`src/rtl/spart_pkg.sv`:
```
`default_nettype none
// ============================================================================
// Module   : spart_pkg
// Purpose  : Shared declarations for the SPART transmitter and receiver:
//            divisor width, transmit FSM state encoding, 50 MHz baud divisors
//            and the br_cfg -> divisor lookup.
// Revision : 1.0  initial release
// ============================================================================
package spart_pkg;

   localparam int DIV_W = 16;

   typedef enum logic [1:0] {
      IDLE  = 2'd0,
      START = 2'd1,
      DATA  = 2'd2,
      STOP  = 2'd3
   } tx_state_t;

   // Clocks per bit at 50 MHz
   localparam logic [DIV_W-1:0] DIV_4800  = 16'd10416;
   localparam logic [DIV_W-1:0] DIV_9600  = 16'd5208;
   localparam logic [DIV_W-1:0] DIV_19200 = 16'd2604;
   localparam logic [DIV_W-1:0] DIV_38400 = 16'd1302;

   function automatic logic [DIV_W-1:0] br_cfg_to_div(input logic [1:0] br_cfg);
      logic [DIV_W-1:0] v;
      case (br_cfg)
         2'b00:   v = DIV_4800;
         2'b01:   v = DIV_9600;
         2'b10:   v = DIV_19200;
         default: v = DIV_38400;
      endcase
      return v;
   endfunction

endpackage : spart_pkg
`default_nettype wire

```
`src/rtl/spart_baud_cnt.sv`:
```
`default_nettype none
// ============================================================================
// Module   : spart_baud_cnt
// Purpose  : Reloadable bit-period down-counter. On load it takes div-1 and
//            counts down to 0; bit_done is high while the count is 0.
// Ports    : clk, rst      - clock, asynchronous active-high reset
//            load          - reload with div-1 at the next edge
//            div           - clocks per bit (caller guarantees >= 1)
//            bit_done      - current cycle is the last cycle of the bit
// Revision : 1.0  initial release
// ============================================================================
module spart_baud_cnt #(
   parameter int DIV_W = 16
) (
   input  logic             clk,
   input  logic             rst,
   input  logic             load,
   input  logic [DIV_W-1:0] div,
   output logic             bit_done
);

   logic [DIV_W-1:0] r_cnt;

   always_ff @(posedge clk or posedge rst) begin
      if (rst) begin
         r_cnt <= '0;
      end else if (load) begin
         // A zero divisor would wrap; treat it as a one-cycle bit.
         r_cnt <= (div == '0) ? '0 : div - DIV_W'(1);
      end else if (r_cnt != '0) begin
         r_cnt <= r_cnt - DIV_W'(1);
      end
   end

   assign bit_done = (r_cnt == '0);

endmodule : spart_baud_cnt
`default_nettype wire

```
`src/rtl/spart_tx.sv`:
```
`default_nettype none
// ============================================================================
// Module   : spart_tx
// Purpose  : SPART transmitter. Sends 8N1 frames (start, 8 data LSB first,
//            stop) with a one-byte holding register (THR) ahead of the shift
//            register (TSR) so frames can run back to back.
// Ports    : clk, rst      - clock, asynchronous active-high reset
//            tx_data       - byte to send, taken when tx_wr && tbr
//            tx_wr         - single-cycle write strobe
//            divisor       - clocks per bit, latched at frame load (0 => 1)
//            tbr           - holding register empty
//            tx_busy       - a frame is in progress
//            txd           - registered serial output, idle high
// Revision : 1.0  initial release
// ============================================================================
module spart_tx #(
   parameter int DIV_W = 16
) (
   input  logic             clk,
   input  logic             rst,
   input  logic [7:0]       tx_data,
   input  logic             tx_wr,
   input  logic [DIV_W-1:0] divisor,
   output logic             tbr,
   output logic             tx_busy,
   output logic             txd
);

   import spart_pkg::*;

   tx_state_t        r_state;
   tx_state_t        w_state_next;
   logic [7:0]       r_thr;
   logic             r_thr_full;
   logic [7:0]       r_tsr;
   logic [7:0]       w_tsr_next;
   logic [2:0]       r_bit_idx;
   logic [DIV_W-1:0] r_div;
   logic             r_txd;

   logic             w_bit_done;
   logic             w_load_frame;
   logic             w_shift;
   logic             w_cnt_load;
   logic             w_idx_clr;
   logic             w_idx_inc;
   logic             w_wr_accept;
   logic [DIV_W-1:0] w_div_eff;
   logic [DIV_W-1:0] w_cnt_div;

   assign w_wr_accept = tx_wr && !r_thr_full;
   assign w_div_eff   = (divisor == '0) ? DIV_W'(1) : divisor;
   // On a frame load the counter must see the freshly sampled divisor,
   // since r_div only updates at the same edge.
   assign w_cnt_div   = w_load_frame ? w_div_eff : r_div;

   spart_baud_cnt #(.DIV_W(DIV_W)) u_baud (
      .clk      (clk),
      .rst      (rst),
      .load     (w_cnt_load),
      .div      (w_cnt_div),
      .bit_done (w_bit_done)
   );

   always_ff @(posedge clk or posedge rst) begin
      if (rst) begin
         r_state <= IDLE;
      end else begin
         r_state <= w_state_next;
      end
   end

   always_comb begin
      w_state_next = r_state;
      w_load_frame = 1'b0;
      w_shift      = 1'b0;
      w_cnt_load   = 1'b0;
      w_idx_clr    = 1'b0;
      w_idx_inc    = 1'b0;
      case (r_state)
         IDLE: begin
            if (r_thr_full) begin
               w_load_frame = 1'b1;
               w_cnt_load   = 1'b1;
               w_state_next = START;
            end
         end
         START: begin
            if (w_bit_done) begin
               w_cnt_load   = 1'b1;
               w_idx_clr    = 1'b1;
               w_state_next = DATA;
            end
         end
         DATA: begin
            if (w_bit_done) begin
               w_shift    = 1'b1;
               w_cnt_load = 1'b1;
               if (r_bit_idx == 3'd7) begin
                  w_state_next = STOP;
               end else begin
                  w_idx_inc = 1'b1;
               end
            end
         end
         STOP: begin
            if (w_bit_done) begin
               if (r_thr_full) begin
                  // Chain straight into the next start bit.
                  w_load_frame = 1'b1;
                  w_cnt_load   = 1'b1;
                  w_state_next = START;
               end else begin
                  w_state_next = IDLE;
               end
            end
         end
         default: w_state_next = IDLE;
      endcase

      w_tsr_next = r_tsr;
      if (w_load_frame) begin
         w_tsr_next = r_thr;
      end else if (w_shift) begin
         w_tsr_next = {1'b0, r_tsr[7:1]};
      end
   end

   always_ff @(posedge clk or posedge rst) begin
      if (rst) begin
         r_thr      <= '0;
         r_thr_full <= 1'b0;
         r_tsr      <= '0;
         r_bit_idx  <= '0;
         r_div      <= DIV_W'(1);
         r_txd      <= 1'b1;
      end else begin
         // Accept and load are exclusive: a load needs THR full, which
         // blocks acceptance in the same cycle.
         if (w_wr_accept) begin
            r_thr      <= tx_data;
            r_thr_full <= 1'b1;
         end else if (w_load_frame) begin
            r_thr_full <= 1'b0;
         end

         r_tsr <= w_tsr_next;

         if (w_load_frame) begin
            r_div <= w_div_eff;
         end

         if (w_idx_clr) begin
            r_bit_idx <= '0;
         end else if (w_idx_inc) begin
            r_bit_idx <= r_bit_idx + 3'd1;
         end

         // txd reflects the state being entered, so it is registered
         // without adding a cycle of latency.
         case (w_state_next)
            START:   r_txd <= 1'b0;
            DATA:    r_txd <= w_tsr_next[0];
            default: r_txd <= 1'b1;
         endcase
      end
   end

   assign txd     = r_txd;
   assign tbr     = !r_thr_full;
   assign tx_busy = (r_state != IDLE);

endmodule : spart_tx
`default_nettype wire
```
`config.mk`:
```
export PLATFORM = sky130hd
export DESIGN_NAME = spart_tx
export DESIGN_NICKNAME = d
export VERILOG_FILES = /design/src/rtl/spart_pkg.sv /design/src/rtl/spart_baud_cnt.sv /design/src/rtl/spart_tx.sv
export SDC_FILE = /design/constraint.sdc
export NUM_CORES = 1
export LEC_CHECK = 0
export BUFFER_PORTS_ARGS = -buffer_cell sky130_fd_sc_hd__buf_2
export CAP_MARGIN = 25
export CORE_ASPECT_RATIO = 1.2
export CORE_MARGIN = 5
export CORE_UTILIZATION = 55
export DETAILED_ROUTE_END_ITERATION = 12
export GPL_TIMING_DRIVEN = 1
export PLACE_DENSITY_LB_ADDON = 0.15
export SYNTH_ARGS = -nofsm -noshare
export SYNTH_HDL_FRONTEND = slang
export SYNTH_HIERARCHICAL = 1
export SYNTH_SLANG_ARGS = --single-unit
```
`constraint.sdc`:
```
create_clock -name clk -period 13.1 [get_ports clk]
set_clock_uncertainty 0.2 [all_clocks]
set_input_delay 3.93 -clock clk [delete_from_list [all_inputs] [get_ports clk]]
set_output_delay 3.93 -clock clk [all_outputs]
set_load 0.005 [all_outputs]
```
# Yosys cells after proc, flatten, opt, wreduce, memory -nomap -nowiden

Index checks and enable logic that the tools add are counted.

Add/subtract/negate cells: 3
Equal/unequal tests: 6
Muxes and demuxes: 29
Reduce and logical (&&, ||, !) cells: 13

Operators with widths:

| operator                                                               | number |
|---|---|
| 16-bit two-way mux                                                     | 5 |
| 16-bit logical NOT                                                     | 3 |
| 16-bit by 1-bit subtractor with 16-bit output (second input constant)  | 2 |
| 8-bit two-way mux                                                      | 2 |
| 16-bit nonzero test                                                    | 1 |
| 1-bit two-way mux                                                      | 11 |
| 2-bit two-way mux                                                      | 5 |
| 2-bit nonzero test                                                     | 5 |
| 2-bit case mux with 4 select lines                                     | 1 |
| 2-bit equality test (second input constant)                            | 3 |
| 3-bit two-way mux                                                      | 2 |
| 2-bit by 1-bit equality test with 1-bit output (second input constant) | 2 |
| 1-bit case mux with 2 select lines                                     | 2 |
| 3-bit by 1-bit adder with 3-bit output (second input constant)         | 1 |
| 3-bit equality test (second input constant)                            | 1 |
| 1-bit case mux with 3 select lines                                     | 1 |
| 2-bit logical NOT                                                      | 1 |
| 2-bit OR reduction                                                     | 1 |
| 1-bit logical AND                                                      | 1 |
| 1-bit logical NOT                                                      | 1 |

Register bits: 55
Input port bits: 27
Logic and storage cells: 60

# Logic depth before layout (Yosys ltp)

Gate-level depths: netlist of the first run.

Depth after elaboration: 7
Gate-level depth with buffers: 18
Gate-level depth less buffers: 15

# Cells and area by module

The synthesis of the first run kept the hierarchy.

Modules (own cells, without submodules):

| module         | instances | cells each | area an instance (µm²) | sequential area each (µm²) |
|---|---|---|---|---|
| spart_tx       | 1         | 151        | 1800.5                 | 978.4 |
| spart_baud_cnt | 1         | 138        | 1249.9                 | 400.4 |

# Worst setup path after synthesis of the first run

Ideal clock, no wire load.

Kind: in2reg
From: input divisor[12]
To: register u_baud.r_cnt[0]
Setup time: 0.138 ns
Arrival: 5.900 ns
Required time: 12.762 ns
Slack: 6.862 ns
Stages on the path: 11
Path buffers: 1
Cells stage by stage: nor3_1 -> a41oi_1 -> a21oi_1 -> inv_1 -> ha_1 -> or2b_1 -> or3_4 -> or4_4 -> nand2_4 -> buf_12 -> o22ai_1

Longest elaborated chain between the ends: 6
Elaborated cells between the ends (all ways): 7

Ends and longest elaborated chain:

| element                                                                             | line                 | RTL |
|---|---|---|
| start, declared                                                                     | spart_tx.sv:23       | `input logic [DIV_W-1:0] divisor,` |
| 16-bit logical NOT *                                                                | spart_tx.sv:52       | `assign w_div_eff = (divisor == '0) ? DIV_W'(1) : divisor;` |
| 16-bit two-way mux *                                                                | spart_tx.sv:52       |  |
| 16-bit two-way mux *                                                                | --                   |  |
| net w_cnt_div[0]                                                                    | spart_tx.sv:49       | `logic [DIV_W-1:0] w_cnt_div;` |
| 16-bit by 1-bit subtractor with 16-bit output or 16-bit logical NOT (tied branches) | spart_baud_cnt.sv:29 | `r_cnt <= (div == '0) ? '0 : div - DIV_W'(1);` |
| 16-bit two-way mux *                                                                | spart_baud_cnt.sv:29 |  |
| 16-bit two-way mux *                                                                | spart_baud_cnt.sv:27 | `end else if (load) begin` |
| end signal, assigned                                                                | spart_baud_cnt.sv:29 |  |
| end signal, assigned                                                                | spart_baud_cnt.sv:31 | `r_cnt <= r_cnt - DIV_W'(1);` |
| end, declared                                                                       | spart_baud_cnt.sv:22 | `logic [DIV_W-1:0] r_cnt;` |

The timed path passes the listed nets; every way through them passes the cells marked *.
A chain may end at the register's enable or synchronous reset.

# Worst setup path in the final report of the first run

From: input divisor[12]
To: register u_baud.r_cnt[4]

Same word-level chain as after synthesis.

==> summary.txt, run 1 <==
Synthesis
  – Syn Area/Cell: 10.6 µm²
  – Ys flop type: dfrtp_1
  – Cell with the most instances after synthesis: dfrtp_1
  – Top cells by area, synth: dfrtp_1 43%, mux2_2 9.6%, ha_1 4.1%
  – Register bit total from synthesis: 55
  – Post-synthesis cell type count: 56
  – Synth area leader: dfrtp_1
  – Syn Std Cell Area: 3050 µm²
  – Post-synth EDFFs: 0
  – Sequential fraction of the synthesis area: 0.452
  – Post-synth top cells: 53 x dfrtp_1, 26 x mux2_2, 21 x nor2_1
  – Yosys top cell area share: 0.435
  – Synthesized Nets: 326
  – Cell count after synthesis: 289
  – Synth async-reset ratio: 1.00
  – YS warnings: 6

Timing
  – Max Freq: 162 MHz
  – Worst-Margin Slew: 0.615 ns
  – Setup TNS: 0 ns
  – Final min period: 6.17 ns
  – Final hold violation count: 0
  – Slew HR: 0.589
  – Final Worst Setup Slack: 6.93 ns
  – RSZ-0062 raised after global routing: false
  – Final setup fails: 0
  – Final Slew Violations: 0
  – Final worst-path cycle share: 0.471

Place
  – Port bufs: 29
  – Post-DP HPWL: 4500 µm
  – RD Place Congestion: 0.856
  – Pre-CTS setup slack: 6.62 ns

Finish
  – P&R area growth vs syn: 9.39%
  – Nets: 357
  – Antenna Cells: 0
  – Layout cell share with drive strength beyond 1: 0.252
  – Fillers: 467

Power
  – Peak supply drop: 0.142 mV
  – Final Power: 781 µW
  – Pwr dens: 234 nW/µm²
  – Static Leakage: 0.00145 µW

GRT
  – Grt met2 use: 0.318
  – Grt ovf: 0
  – Most Used Layer, Global Route: met2
  – Met1 usage: 0.220
  – GRT Total Usage: 0.180
  – Initial antenna violation count: 0
  – First-pass GRT wire length: 10,500 µm
  – Vias in the first global route: 2,253
  – Largest net degree at the start of global routing: 40
  – Met3 Use GR: 0.0337

Clocking
  – Max clock buf depth: 2
  – Num CTS Buffers: 5
  – Hold Buf Count CTS: 0
  – Clock sinks: 55
  – H-tree depth: 2
  – Setup Buffers After CTS: 0
  – Post-CTS Resized: 0
  – Clock Latency Late Sink: 0.31 ns
  – CTS tree: built
  – Clock Pin Slew Worst Setup and Hold Paths: 0.11 ns
  – CTS Root Cell: clkbuf_8

Floorplanning
  – Die Span X: 78.0 µm
  – Initial Utilization: 0.572
  – Die Span Y: 91.6 µm
  – CORE AREA: 5330 µm²
  – Row cnt: 29
  – Die footprint: 7140 µm²
  – Io pins: 30

Drt
  – Remaining antenna violation count after routing: 0
  – Post-route DRC: 0
  – Vias: 2,206
  – Drt wl/cell: 15.6 µm
  – Post-Route WL: 5980 µm
  – Starting DRT DRC Count: 72
  – Via density: 5.76
  – DR pass1 iterations: 4

Critical path
  – WP data required: 13.07 ns
  – Worst r2r path cells: 13
  – Worst setup path category: primary input to register
  – Setup crit end kind: register
  – Crit Path Max Fanout: 13
  – Crit path DAT: 6.14 ns
  – Nature of the critical path startpoint: primary input

Hold path
  – Hold/Removal Path Class: register to register
  – Worst hold path depth: 2

Run status
  – Status: finished clean

Job
  – MaxCap Viol Count: 0
## critical path, cell delays in order
cell	delay, ns
buf_2	0.10
nor3_1	0.05
a41oi_1	0.21
a21oi_1	0.15
inv_1	0.09
ha_1	0.17
or2b_1	0.29
or3_4	0.41
or4_4	0.45
nand2_4	0.18
o22ai_1	0.11
## layout by cell type, fill, tap and decap left out, types with 3 or more instances in the layout
master,count
or2b_1,3
o31ai_1,3
nand2_1,17
nor3_1,10
a31oi_1,3
a21oi_1,8
o21ai_0,12
dfrtp_1,53
nor2_1,20
o22ai_1,13
xnor2_1,14
ha_1,10
or4_1,5
buf_2,29
inv_1,18
buf_4,4
xor2_1,7
mux2_2,26
clkbuf_8,5
mux2i_1,8
nor4_1,4
## power breakdown
group	switching [µW]	total, µW	internal (µW)
Combinational	209	383	173
Sequential	48.0	301	253
Clock	59.2	98.3	39.1
## cell families after synthesis
kind of cell / synth area share
simple gates: 0.166
flops: 0.452
compound gates: 0.116
mux: 0.122
buf+inv: 0.0427
xor+xnor: 0.0603
fa+ha+maj: 0.0410
## registers in the layout (all words and copies together) (netlist names)
name          cells
r_div            16
u_baud/r_cnt     16
r_thr             8
r_tsr             8
r_bit_idx         3
r_state           2
r_thr_full        1
txd               1
## final timing paths
| kind | to | slack, ns | from |
|---|---|---|---|
| worst max-delay path | u_baud/r_cnt[4]$_DFFE_PP0P_ | 6.93 | divisor[12] |
| worst min-delay path | r_tsr[5]$_DFFE_PP0P_ | 0.29 | r_thr[5]$_DFFE_PP0P_ |
| worst max register to register | u_baud/r_cnt[4]$_DFFE_PP0P_ | 8.53 | u_baud/r_cnt[0]$_DFFE_PP0P_ |
| worst min register to register | r_tsr[5]$_DFFE_PP0P_ | 0.29 | r_thr[5]$_DFFE_PP0P_ |
| max in group asynchronous | r_div[0]$_DFF_PP1_ | 8.82 | rst |
| min in group asynchronous | u_baud/r_cnt[2]$_DFFE_PP0P_ | 3.48 | rst |
## per-layer routing
layer,up-vias,wire (µm)
met5,-,0
met2,36,3100
met4,0,83
met1,1072,2610
li1,1091,-
met3,7,193
## through the flow
stage,utilization,hold WS (ns),cell area [µm²],std cells
finish,0.626,0.294,3340,383
global route,0.626,0.333,3340,383
detailed placement,0.608,0.273,3240,375
floorplan,-,0.246,3050,289
CTS,0.626,0.299,3340,383
global placement,0.608,0.255,3240,375
## layout make-up
class | count | area, µm² | area share
clock buffers | 5 | 68.8 | 0.0206
clock inverters | 3 | 25.0 | 0.00750
inverters | 18 | 67.6 | 0.0202
multi-input cells | 207 | 1540 | 0.463
flip-flops and latches | 55 | 1380 | 0.413
well taps | 62 | 77.6 | 0.0232
repair buffers | 33 | 175 | 0.0525
(Power assumes the default switching activity.)
==> run 2: changes to the inputs <==
--- a/config.mk
+++ b/config.mk
@@ -9,7 +9,7 @@
 export CAP_MARGIN = 25
 export CORE_ASPECT_RATIO = 1.2
 export CORE_MARGIN = 5
-export CORE_UTILIZATION = 55
+export CORE_UTILIZATION = 53
 export DETAILED_ROUTE_END_ITERATION = 12
 export GPL_TIMING_DRIVEN = 1
 export PLACE_DENSITY_LB_ADDON = 0.15
==> constraint.sdc (replaced) <==
create_clock -name clk -period 5 [get_ports clk]
set_clock_uncertainty 0.2 [all_clocks]
set_input_delay 1.5 -clock clk [delete_from_list [all_inputs] [get_ports clk]]
set_output_delay 1.5 -clock clk [all_outputs]
set_load 0.005 [all_outputs]
==> summary.txt, run 2 (same netlist as run 1, synthesis figures left out) <==
Run status
  – Status: finished clean

Finish
  – Largest registers: r_div (16), u_baud/r_cnt (16)
  – Fin cells: 385
  – Antenna Cells: 0
  – Most frequent cells in the layout: 53 x dfrtp_1, 29 x buf_2, 26 x mux2_2
  – Multi-input gate area: 1540 µm²
  – Fillers: 477
  – Nets: 357
  – P&R area growth vs syn: 10.3%
  – Layout cell share with drive strength beyond 1: 0.252
  – Register Area: 1380 µm²
  – Most common cell after layout, fill and taps aside: dfrtp_1
  – Design area: 3360 µm²

Drt
  – Post-route DRC: 0
  – Post-Route WL: 5900 µm
  – Remaining antenna violation count after routing: 0
  – Via density: 5.69
  – Drt wl/cell: 15.3 µm
  – DR pass1 iterations: 4
  – Vias: 2,191
  – Starting DRT DRC Count: 78

Timing
  – Max Freq: 226 MHz
  – Hold Slack: 0.286 ns
  – Final setup fails: 0
  – Slew HR: 0.597
  – RSZ-0062 raised after global routing: false
  – Worst-Margin Slew: 0.604 ns
  – Final min period: 4.43 ns
  – Final Slew Violations: 0
  – Final worst-path cycle share: 0.886
  – Setup TNS: 0 ns
  – Final hold violation count: 0

GRT
  – Grt met2 use: 0.307
  – GRT Total Usage: 0.177
  – Initial antenna violation count: 0
  – Vias in the first global route: 2,262
  – Met3 Use GR: 0.0347
  – Met1 usage: 0.212
  – Largest net degree at the start of global routing: 40
  – Most Used Layer, Global Route: met2
  – First-pass GRT wire length: 10,300 µm
  – Grt ovf: 0

Power
  – Final Power: 2090 µW
  – Static Leakage: 0.00147 µW
  – Combinational Power Share: 0.476
  – Internal power: 1270 µW
  – Psw: 824 µW
  – Switching share of total power: 0.394
  – Peak supply drop: 0.352 mV
  – Sequential share of power: 0.375
  – Pwr dens: 622 nW/µm²
  – Clock power share: 0.149

Floorplanning
  – Io pins: 30
  – Row cnt: 30
  – CORE AREA: 5630 µm²
  – Die footprint: 7380 µm²
  – Die Span Y: 93.1 µm
  – Initial Utilization: 0.542
  – Die Span X: 79.3 µm

Critical path
  – CP max-delay cell: or4_4
  – Most Frequent Cell on Critical Path: or4_4
  – Nature of the critical path startpoint: register
  – CP Cell Sequence: inv_1 > ha_1 > or4b_1 > nor4_4 > a21oi_2 > nor2_2 > buf_4 > mux2_2 > or4_4 > or3_4 > or4_4 > nand2_4 > o22ai_1
  – Max stage delay on crit path: 0.54 ns
  – WP data required: 4.98 ns
  – Worst setup path category: register to register
  – Setup crit end kind: register
  – Crit path DAT: 4.40 ns
  – Crit Path Max Fanout: 32

Clocking
  – H-tree depth: 2
  – Hold Buf Count CTS: 0
  – Clock Pin Slew Worst Setup and Hold Paths: 0.11 ns
  – Num CTS Buffers: 5
  – Post-CTS Resized: 0
  – CTS tree: built
  – Clock Latency Late Sink: 0.32 ns
  – Clock sinks: 55
  – CTS Root Cell: clkbuf_8
  – Max clock buf depth: 2
  – Setup Buffers After CTS: 0

Place
  – Area post-placement: 3250 µm²
  – Post-DP HPWL: 4440 µm
  – RD Place Congestion: 0.811
  – Placed insts: 377
  – Port bufs: 29

Job
  – MaxCap Viol Count: 0

Hold path
  – Hold/Removal Path Class: register to register
## run 2: changes by cell type in the layout (fill, tap and decap cells not counted)
cell,change
clkinvlp_4,-1
bufinv_16,+1
inv_6,-1
inv_8,+1
## run 2: path summary, 6_finish.rpt
path                                                   from                     endpoint  slack (ns)  cells after the start
worst max-delay path            u_baud/r_cnt[0]$_DFFE_PP0P_  u_baud/r_cnt[4]$_DFFE_PP0P_        0.57                     13
worst min-delay path                   r_thr[6]$_DFFE_PP0P_         r_tsr[6]$_DFFE_PP0P_        0.29                      2
worst max register to register  u_baud/r_cnt[0]$_DFFE_PP0P_  u_baud/r_cnt[4]$_DFFE_PP0P_        0.57                     13
worst min register to register         r_thr[6]$_DFFE_PP0P_         r_tsr[6]$_DFFE_PP0P_        0.29                      2
max in group asynchronous                               rst           r_div[0]$_DFF_PP1_        3.15                      3
min in group asynchronous                               rst  u_baud/r_cnt[3]$_DFFE_PP0P_        1.04                      2
## run 2: layout make-up
cell class / count / share of cell area
timing repair buffer: 33 / 0.0521
clock inverter: 3 / 0.0149
tap: 64 / 0.0238
sequential: 55 / 0.410
multi-input combinational: 207 / 0.459
clock buffer: 5 / 0.0205
inverter: 18 / 0.0201
## run 2: layer usage
metal	vias up	wire, µm
li1	1094	-
met1	1059	2510
met2	27	3100
met3	11	148
met4	0	140
met5	-	0
## run 2: worst max-delay path, delay by kind of cell, from the launching register on
kind | cells | cell delay [ns]
mux | 1 | 0.43
compound gates | 2 | 0.23
simple gates | 7 | 2.44
flops | 1 | 0.40
fa+ha+maj | 1 | 0.15
buf+inv | 2 | 0.43
## run 2: stage by stage
stage	util	worst slack (ns)
6_report	0.598	0.572
5_1_grt	0.598	0.319
4_1_cts	0.598	0.546
3_5_place_dp	0.576	0.573
3_3_place_gp	0.576	0.653
2_1_floorplan	-	0.446
## run 2: power groups by stage
stage                     Combinational [µW]  Clock [µW]  Sequential (µW)
after floorplan                          823           0              763
after global placement                   988           0              790
after detailed placement                 999           0              796
after CTS                               1010         322              786
after global routing                    1130         337              812
final                                    997         312              784
